===== src/rtl/slave_pkg.sv =====
// Shared types and constants for the SRAM slave wrapper.
//   state_t       : wrapper FSM states
//   SRAM_AW       : SRAM word-address width
//   DEF_BASE_ADDR : default byte base of the 64 KiB window
//   DEF_RDATA     : default read data for out-of-window reads
//   byte_mask()   : expands a 4-bit active-high byte mask to 32 bits
package slave_pkg;

  localparam int unsigned SRAM_AW = 14;
  localparam int unsigned DATA_W  = 32;
  localparam int unsigned BE_W    = 4;
  localparam int unsigned CNT_W   = 16;

  localparam logic [31:0] DEF_BASE_ADDR = 32'h0001_0000;
  localparam logic [31:0] DEF_RDATA     = 32'hDEAD_BEEF;
  localparam logic [3:0]  WE_NONE       = 4'hF;

  typedef enum logic [0:0] {
    ST_IDLE  = 1'b0,
    ST_WDATA = 1'b1
  } state_t;

  function automatic logic [31:0] byte_mask(input logic [3:0] m);
    logic [31:0] r;
    for (int i = 0; i < 4; i++) begin
      r[i*8 +: 8] = {8{m[i]}};
    end
    return r;
  endfunction

endpackage


===== src/rtl/slave_wrapper_sat_counter.sv =====
// Saturating up-counter with enable; holds at all-ones.
//   clk, rst : clock, async active-high reset (clears to 0)
//   i_en     : increment request
//   o_cnt    : current count
module sat_counter #(
  parameter int unsigned W = 16
) (
  input  logic         clk,
  input  logic         rst,
  input  logic         i_en,
  output logic [W-1:0] o_cnt
);

  logic [W-1:0] r_cnt;

  always_ff @(posedge clk or posedge rst) begin
    if (rst) begin
      r_cnt <= '0;
    end else if (i_en && (r_cnt != {W{1'b1}})) begin
      r_cnt <= r_cnt + W'(1);
    end
  end

  assign o_cnt = r_cnt;

endmodule


===== src/rtl/slave_wrapper.sv =====
// Bus-to-SRAM slave for a 64 KiB window with speculative reads and
// read/write forwarding when both land in the same transfer.
//   clk, rst        : clock, async active-high reset
//   HADDR/HREAD     : bus byte address, read data-phase strobe
//   HWRITE/HWDATA   : active-low byte write enables, write data
//   HRDATA          : read data (0 when HREAD low)
//   CS/OE/WEB/A/DI  : SRAM control, word address and write data
//   DO              : SRAM read data (one-cycle latency)
//   RD_CNT/WR_CNT   : saturating in-window read/write transfer counts
module slave_wrapper
  import slave_pkg::*;
#(
  parameter logic [31:0] BASE_ADDR    = DEF_BASE_ADDR,
  parameter logic [31:0] DEFAULT_RDATA = DEF_RDATA
) (
  input  logic               clk,
  input  logic               rst,
  input  logic [31:0]        HADDR,
  input  logic               HREAD,
  input  logic [BE_W-1:0]    HWRITE,
  input  logic [DATA_W-1:0]  HWDATA,
  output logic [DATA_W-1:0]  HRDATA,
  output logic               CS,
  output logic               OE,
  output logic [BE_W-1:0]    WEB,
  output logic [SRAM_AW-1:0] A,
  output logic [DATA_W-1:0]  DI,
  input  logic [DATA_W-1:0]  DO,
  output logic [CNT_W-1:0]   RD_CNT,
  output logic [CNT_W-1:0]   WR_CNT
);

  state_t              r_state;
  state_t              w_state_nxt;
  logic                r_hit;
  logic                r_whit;
  logic                r_prev_wr;
  logic [DATA_W-1:0]   r_wdata;
  logic [BE_W-1:0]     r_wmask;

  logic                w_hit;
  logic                w_wr_req;
  logic                w_cs;
  logic                w_oe;
  logic [BE_W-1:0]     w_web;
  logic [DATA_W-1:0]   w_rdata;
  logic                w_rd_en;
  logic                w_wr_en;
  logic                w_unused;

  // Byte offset and low base bits do not take part in decode.
  assign w_unused = ^{HADDR[1:0], BASE_ADDR[15:0]};

  assign w_hit    = (HADDR[31:16] == BASE_ADDR[31:16]);
  assign w_wr_req = (HWRITE != WE_NONE);

  // State and write-capture registers.
  always_ff @(posedge clk or posedge rst) begin
    if (rst) begin
      r_state   <= ST_IDLE;
      r_hit     <= 1'b0;
      r_whit    <= 1'b0;
      r_wdata   <= '0;
      r_wmask   <= '0;
      r_prev_wr <= 1'b0;
    end else begin
      r_state   <= w_state_nxt;
      r_hit     <= w_hit;
      r_prev_wr <= (r_state == ST_IDLE) && w_wr_req;
      if ((r_state == ST_IDLE) && w_wr_req) begin
        r_wdata <= HWDATA & byte_mask(~HWRITE);
        r_wmask <= ~HWRITE;
        r_whit  <= w_hit;
      end
    end
  end

  // Next state and SRAM strobes; the write is issued in IDLE, WDATA only
  // retires the transfer so the held bus write is not performed twice.
  always_comb begin
    w_state_nxt = r_state;
    w_cs        = 1'b0;
    w_oe        = 1'b0;
    w_web       = WE_NONE;
    case (r_state)
      ST_IDLE: begin
        w_cs  = w_hit;
        w_oe  = w_hit;
        w_web = w_hit ? HWRITE : WE_NONE;
        if (w_wr_req) begin
          w_state_nxt = ST_WDATA;
        end
      end
      ST_WDATA: begin
        w_state_nxt = ST_IDLE;
      end
      default: begin
        w_state_nxt = ST_IDLE;
      end
    endcase
    if (rst) begin
      w_cs  = 1'b0;
      w_oe  = 1'b0;
      w_web = WE_NONE;
    end
  end

  // Read mux; in WDATA the captured write is forwarded instead of DO.
  always_comb begin
    w_rdata = '0;
    if (!rst && HREAD) begin
      if (r_state == ST_WDATA) begin
        w_rdata = r_whit ? (r_wdata & byte_mask(r_wmask)) : DEFAULT_RDATA;
      end else begin
        w_rdata = r_hit ? DO : DEFAULT_RDATA;
      end
    end
  end

  assign w_rd_en = HREAD && ((r_state == ST_WDATA) ? r_whit : r_hit);
  assign w_wr_en = (r_state == ST_WDATA) && r_whit && r_prev_wr;

  sat_counter #(.W(CNT_W)) u_rd_cnt (
    .clk   (clk),
    .rst   (rst),
    .i_en  (w_rd_en),
    .o_cnt (RD_CNT)
  );

  sat_counter #(.W(CNT_W)) u_wr_cnt (
    .clk   (clk),
    .rst   (rst),
    .i_en  (w_wr_en),
    .o_cnt (WR_CNT)
  );

  assign CS     = w_cs;
  assign OE     = w_oe;
  assign WEB    = w_web;
  assign A      = HADDR[SRAM_AW+1:2];
  assign DI     = HWDATA;
  assign HRDATA = w_rdata;

endmodule

===== config.mk =====
export PLATFORM = sky130hd
export DESIGN_NAME = slave_wrapper
export DESIGN_NICKNAME = d
export VERILOG_FILES = /design/src/rtl/slave_pkg.sv /design/src/rtl/slave_wrapper_sat_counter.sv /design/src/rtl/slave_wrapper.sv
export SDC_FILE = /design/constraint.sdc
export NUM_CORES = 1
export LEC_CHECK = 0
export ABC_AREA = 1
export BUFFER_PORTS_ARGS = -buffer_cell sky130_fd_sc_hd__buf_2
export CORE_MARGIN = 2
export CORE_UTILIZATION = 44
export CTS_BUF_LIST = sky130_fd_sc_hd__clkbuf_8
export DETAILED_ROUTE_END_ITERATION = 7
export HOLD_SLACK_MARGIN = 0.12
export PLACE_DENSITY = 0.79
export SLEW_MARGIN = 20
export SYNTH_ARGS = -nofsm -noshare
export SYNTH_HDL_FRONTEND = slang
export SYNTH_HIERARCHICAL = 1
export SYNTH_SLANG_ARGS = --single-unit

===== constraint.sdc =====
create_clock -name clk -period 1.75 [get_ports clk]
set_input_delay 0.175 -clock clk [delete_from_list [all_inputs] [get_ports clk]]
set_output_delay 0.175 -clock clk [all_outputs]
set_load 0.1 [all_outputs]

==> flow_metrics.env <==
export IMPL_maximum_buffer_depth_of_the_clock_tree=2
export IMPL_timing_critical_path_fanout_max=12
export IMPL_vias_per_cell=5.07
export IMPL_worstHoldPathType="in -> reg"
export IMPL_report_power_total_mw=4.78
export IMPL_detail_route_iter0_violations=229
export IMPL_final_worst_clock_skew_ns=0.00739
export IMPL_rsz_0062_raised_after_global_routing="true"
export IMPL_path_class="reg -> out"
export IMPL_run_status="complete, but fails checks"
export IMPL_hold_violations=0
export IMPL_htree_levels=3
export IMPL_max_slew_worst_pin_slew_ns=0.766
export IMPL_layout_cells_most_common="sky130_fd_sc_hd__nand2_1"
export IMPL_timing_max_transition_violations_final=0
export IMPL_cts_root_buf="sky130_fd_sc_hd__clkbuf_8"
export IMPL_grt_antenna_before_repair=0
export IMPL_finish_utilization_pct=69.4
export IMPL_pre_cts_slack_ns=0.0369
export IMPL_portBuffers=188
export IMPL_tritoncts_clock_tree="built"
export IMPL_synth_area_per_cell_um2=7.18
export IMPL_timing_slew_headroom_pct=48.8
export IMPL_dpl_cell_area_um2=6410
export IMPL_launch_instance_of_the_worst_register_to_register_path="u_wr_cnt/o_cnt[1]"
export IMPL_peakVddDrop_mv=0.443
export IMPL_yosysWarningCount=6
export IMPL_post_route_period_util_pct=101
export IMPL_finalWorstPathRequiredPeriod_ns=1.77
export IMPL_grt_max_degree=43
export IMPL_maxCapViolCount=0
export IMPL_power_density_nw_per_um2=667
export IMPL_wire_length_of_the_first_global_routing_pass_mm=23.1
export IMPL_crit_arrival_ns=1.59
export IMPL_detail_route_wl_per_cell_um=14.4
export IMPL_syn_inst=653
export IMPL_critPathRequiredTime_ns=1.57
export IMPL_core_area_um2=10300
export IMPL_failed_checks="setup timing"
export IMPL_vias_in_the_first_global_route=4929
export IMPL_synth_ff_latch_count=71
export IMPL_synthFlopType="sky130_fd_sc_hd__dfrtp_1"
export IMPL_dp_hpwl_mm=10.0
export IMPL_startpoint_type="flip-flop"
export IMPL_layout_common_cells="210 x sky130_fd_sc_hd__nand2_1, 154 x sky130_fd_sc_hd__buf_2, 55 x sky130_fd_sc_hd__nor2_1"
export IMPL_synth_nets=758
export IMPL_ant_nets=0
export IMPL_design_die_area_um2=11500
export IMPL_globalRoute_totalOverflow=0
export IMPL_final_report_setup_violation_count=6
export IMPL_rr_worst_depth=9
export IMPL_ff2ff_setup_slack_ns=0.13
export IMPL_nets=951
export IMPL_final_area_um2=7160
export IMPL_cp_end_kind="output port"
export IMPL_synth_sequential_area_ratio_pct=37.9
export IMPL_number_of_rows_in_the_core_area=37
export IMPL_cts_buffers=9
export IMPL_die_outline_width_um=107
export IMPL_postSynth_asyncResetShare_pct=100
export IMPL_hold_path_depth=3
export IMPL_chipHeight_um=107
export IMPL_path_clk_slew_ns=0.08
export IMPL_gpl_final_weighted_congestion=0.814
export IMPL_layout_area_overhead_pct=52.8
export IMPL_number_of_enable_type_register_cells_in_the_synthesized_netlist=0
export IMPL_fmax_mhz=566
export IMPL_yosys_cell_types_count=31
export IMPL_initial_utilization_pct=45.4
export IMPL_detailroute_via_count=5002
export IMPL_final_critical_path_setup_slack_ns=-0.0183
export IMPL_post_route_drc_count=0
export IMPL_postRouteWirelength_mm=14.2
export IMPL_dr_pass1_iters=4
export IMPL_syn_cell_area_um2=4690
export IMPL_global_route_usage_total_pct=25.1
export IMPL_holdPathEnd="r_wdata[29]"
export IMPL_leakage_nw=3.28
export IMPL_crit_reg2reg_capture="u_wr_cnt/o_cnt[10]"
export IMPL_worst_skew_pair_late_latency_ns=0.35
export IMPL_hold_path_startpoint="HWDATA[29]"
export IMPL_antenna_cells=0
export IMPL_pin_count=219
export IMPL_drive_gt1_share_pct=43.1
export IMPL_count_of_clock_tree_sinks=71
[timing repair]
action / CTS / global route
gates resized for setup: 22 / 16
gates cloned: 0 / 1
endpoints found under the setup margin: 32 / 45
setup buffers: 2 / 3
pin swaps: 13 / 11
hold buffers: 36 / 0
endpoints found under the hold margin: 104 / 0
[worst max-delay path, cell delays in order, from the launching register on]
cell and delay (ns):
sky130_fd_sc_hd__dfrtp_2 0.42, sky130_fd_sc_hd__inv_2 0.07, sky130_fd_sc_hd__nand2_4 0.09, sky130_fd_sc_hd__clkbuf_16 0.18, sky130_fd_sc_hd__nor2_1 0.07, sky130_fd_sc_hd__nor3_4 0.20
sky130_fd_sc_hd__buf_12 0.20
[cells in the mapped netlist (2+ instances only)]
cell                       number  share of area, %
sky130_fd_sc_hd__nor3_2        10               2.1
sky130_fd_sc_hd__xnor2_1        4              0.75
sky130_fd_sc_hd__buf_8          2              0.64
sky130_fd_sc_hd__a21oi_1       32               3.4
sky130_fd_sc_hd__buf_2          8              0.85
sky130_fd_sc_hd__xor2_1         4              0.75
sky130_fd_sc_hd__dfrtp_1       71                38
sky130_fd_sc_hd__nand3b_1       4              0.64
sky130_fd_sc_hd__inv_1         40               3.2
sky130_fd_sc_hd__nor3_1        14               1.5
sky130_fd_sc_hd__ha_1           2              0.53
sky130_fd_sc_hd__nor2_2         6              0.80
sky130_fd_sc_hd__nand2_1      217                17
sky130_fd_sc_hd__o21ai_2       13               2.4
sky130_fd_sc_hd__buf_4         48               7.7
sky130_fd_sc_hd__clkinv_1       2              0.16
sky130_fd_sc_hd__nor2_4        10               2.4
sky130_fd_sc_hd__clkbuf_1       4              0.32
sky130_fd_sc_hd__inv_2          3              0.24
sky130_fd_sc_hd__nor2_1        71               5.7
sky130_fd_sc_hd__o21ai_1       10               1.1
sky130_fd_sc_hd__nand2_2       12               1.6
sky130_fd_sc_hd__o21ai_0       17               1.8
sky130_fd_sc_hd__nand4_1       14               1.9
sky130_fd_sc_hd__nand3_1       28               3.0
sky130_fd_sc_hd__buf_6          2              0.48
[worst max-delay path by stage]
stage	startpoint	end	cells after the start
global placement	r_prev_wr	u_rd_cnt/o_cnt[13]	9
CTS	r_prev_wr	HRDATA[26]	6
finish	r_prev_wr	HRDATA[30]	6
detailed placement	r_prev_wr	u_rd_cnt/o_cnt[13]	9
floorplan	rst	HRDATA[0]	4
global route	r_prev_wr	HRDATA[30]	6
[where the power goes]
| part | internal [mW] | switching, mW |
|---|---|---|
| clock network | 0.690 | 0.656 |
| logic | 0.459 | 0.992 |
| registers | 1.82 | 0.158 |
| total | 2.97 | 1.81 |
[routing by layer]
| metal | routed length [um] | up-vias | global-route usage (%) |
|---|---|---|---|
| li1 | - | 2425 | - |
| met1 | 5540 | 2361 | 30.3 |
| met2 | 7550 | 192 | 44.8 |
| met3 | 876 | 24 | 4.07 |
| met4 | 244 | 0 | 9.18 |
| met5 | 0 | - | 0 |
[cell families (layout without fill, tap and decap cells)]
logic type | after synthesis | in the layout | share of synthesized area, %
and+or+nand+nor | 387 | 387 | 37.2
DFF | 71 | 71 | 37.9
AOI/OAI and AO/OA | 74 | 74 | 9.05
adders and majority gates | 2 | 2 | 0.534
xor gates and xnor gates | 8 | 8 | 1.49
buffers and inverters | 111 | 309 | 13.8
[per-stage QoR]
stage	setup TNS [ns]	hold WS [ns]	cells
after CTS	-0.212	0.134	983
after floorplan	-5.38	0.0878	653
after global routing	-2.09	0.184	987
after detailed placement	0	0.351	929
after global placement	0	0.351	929
final	-0.0580	0.148	987
[final cells by class]
| cell class | instances | area (um^2) |
|---|---|---|
| clock inverters | 6 | 60.1 |
| flip-flops and latches | 71 | 1830 |
| clock buffers | 10 | 138 |
| repair buffers | 248 | 2100 |
| fillers | 803 | 3160 |
| multi-input cells | 471 | 2690 |
| inverters | 45 | 173 |
| well taps | 136 | 170 |
[flip-flops by register name, indices dropped and copies added, names as in the netlist]
name and cells:
r_hit 1, r_prev_wr 1, r_wdata 32, r_whit 1, r_wmask 4, u_rd_cnt/o_cnt 16, u_wr_cnt/o_cnt 16
Note: power is estimated with default switching activity, not from simulation.
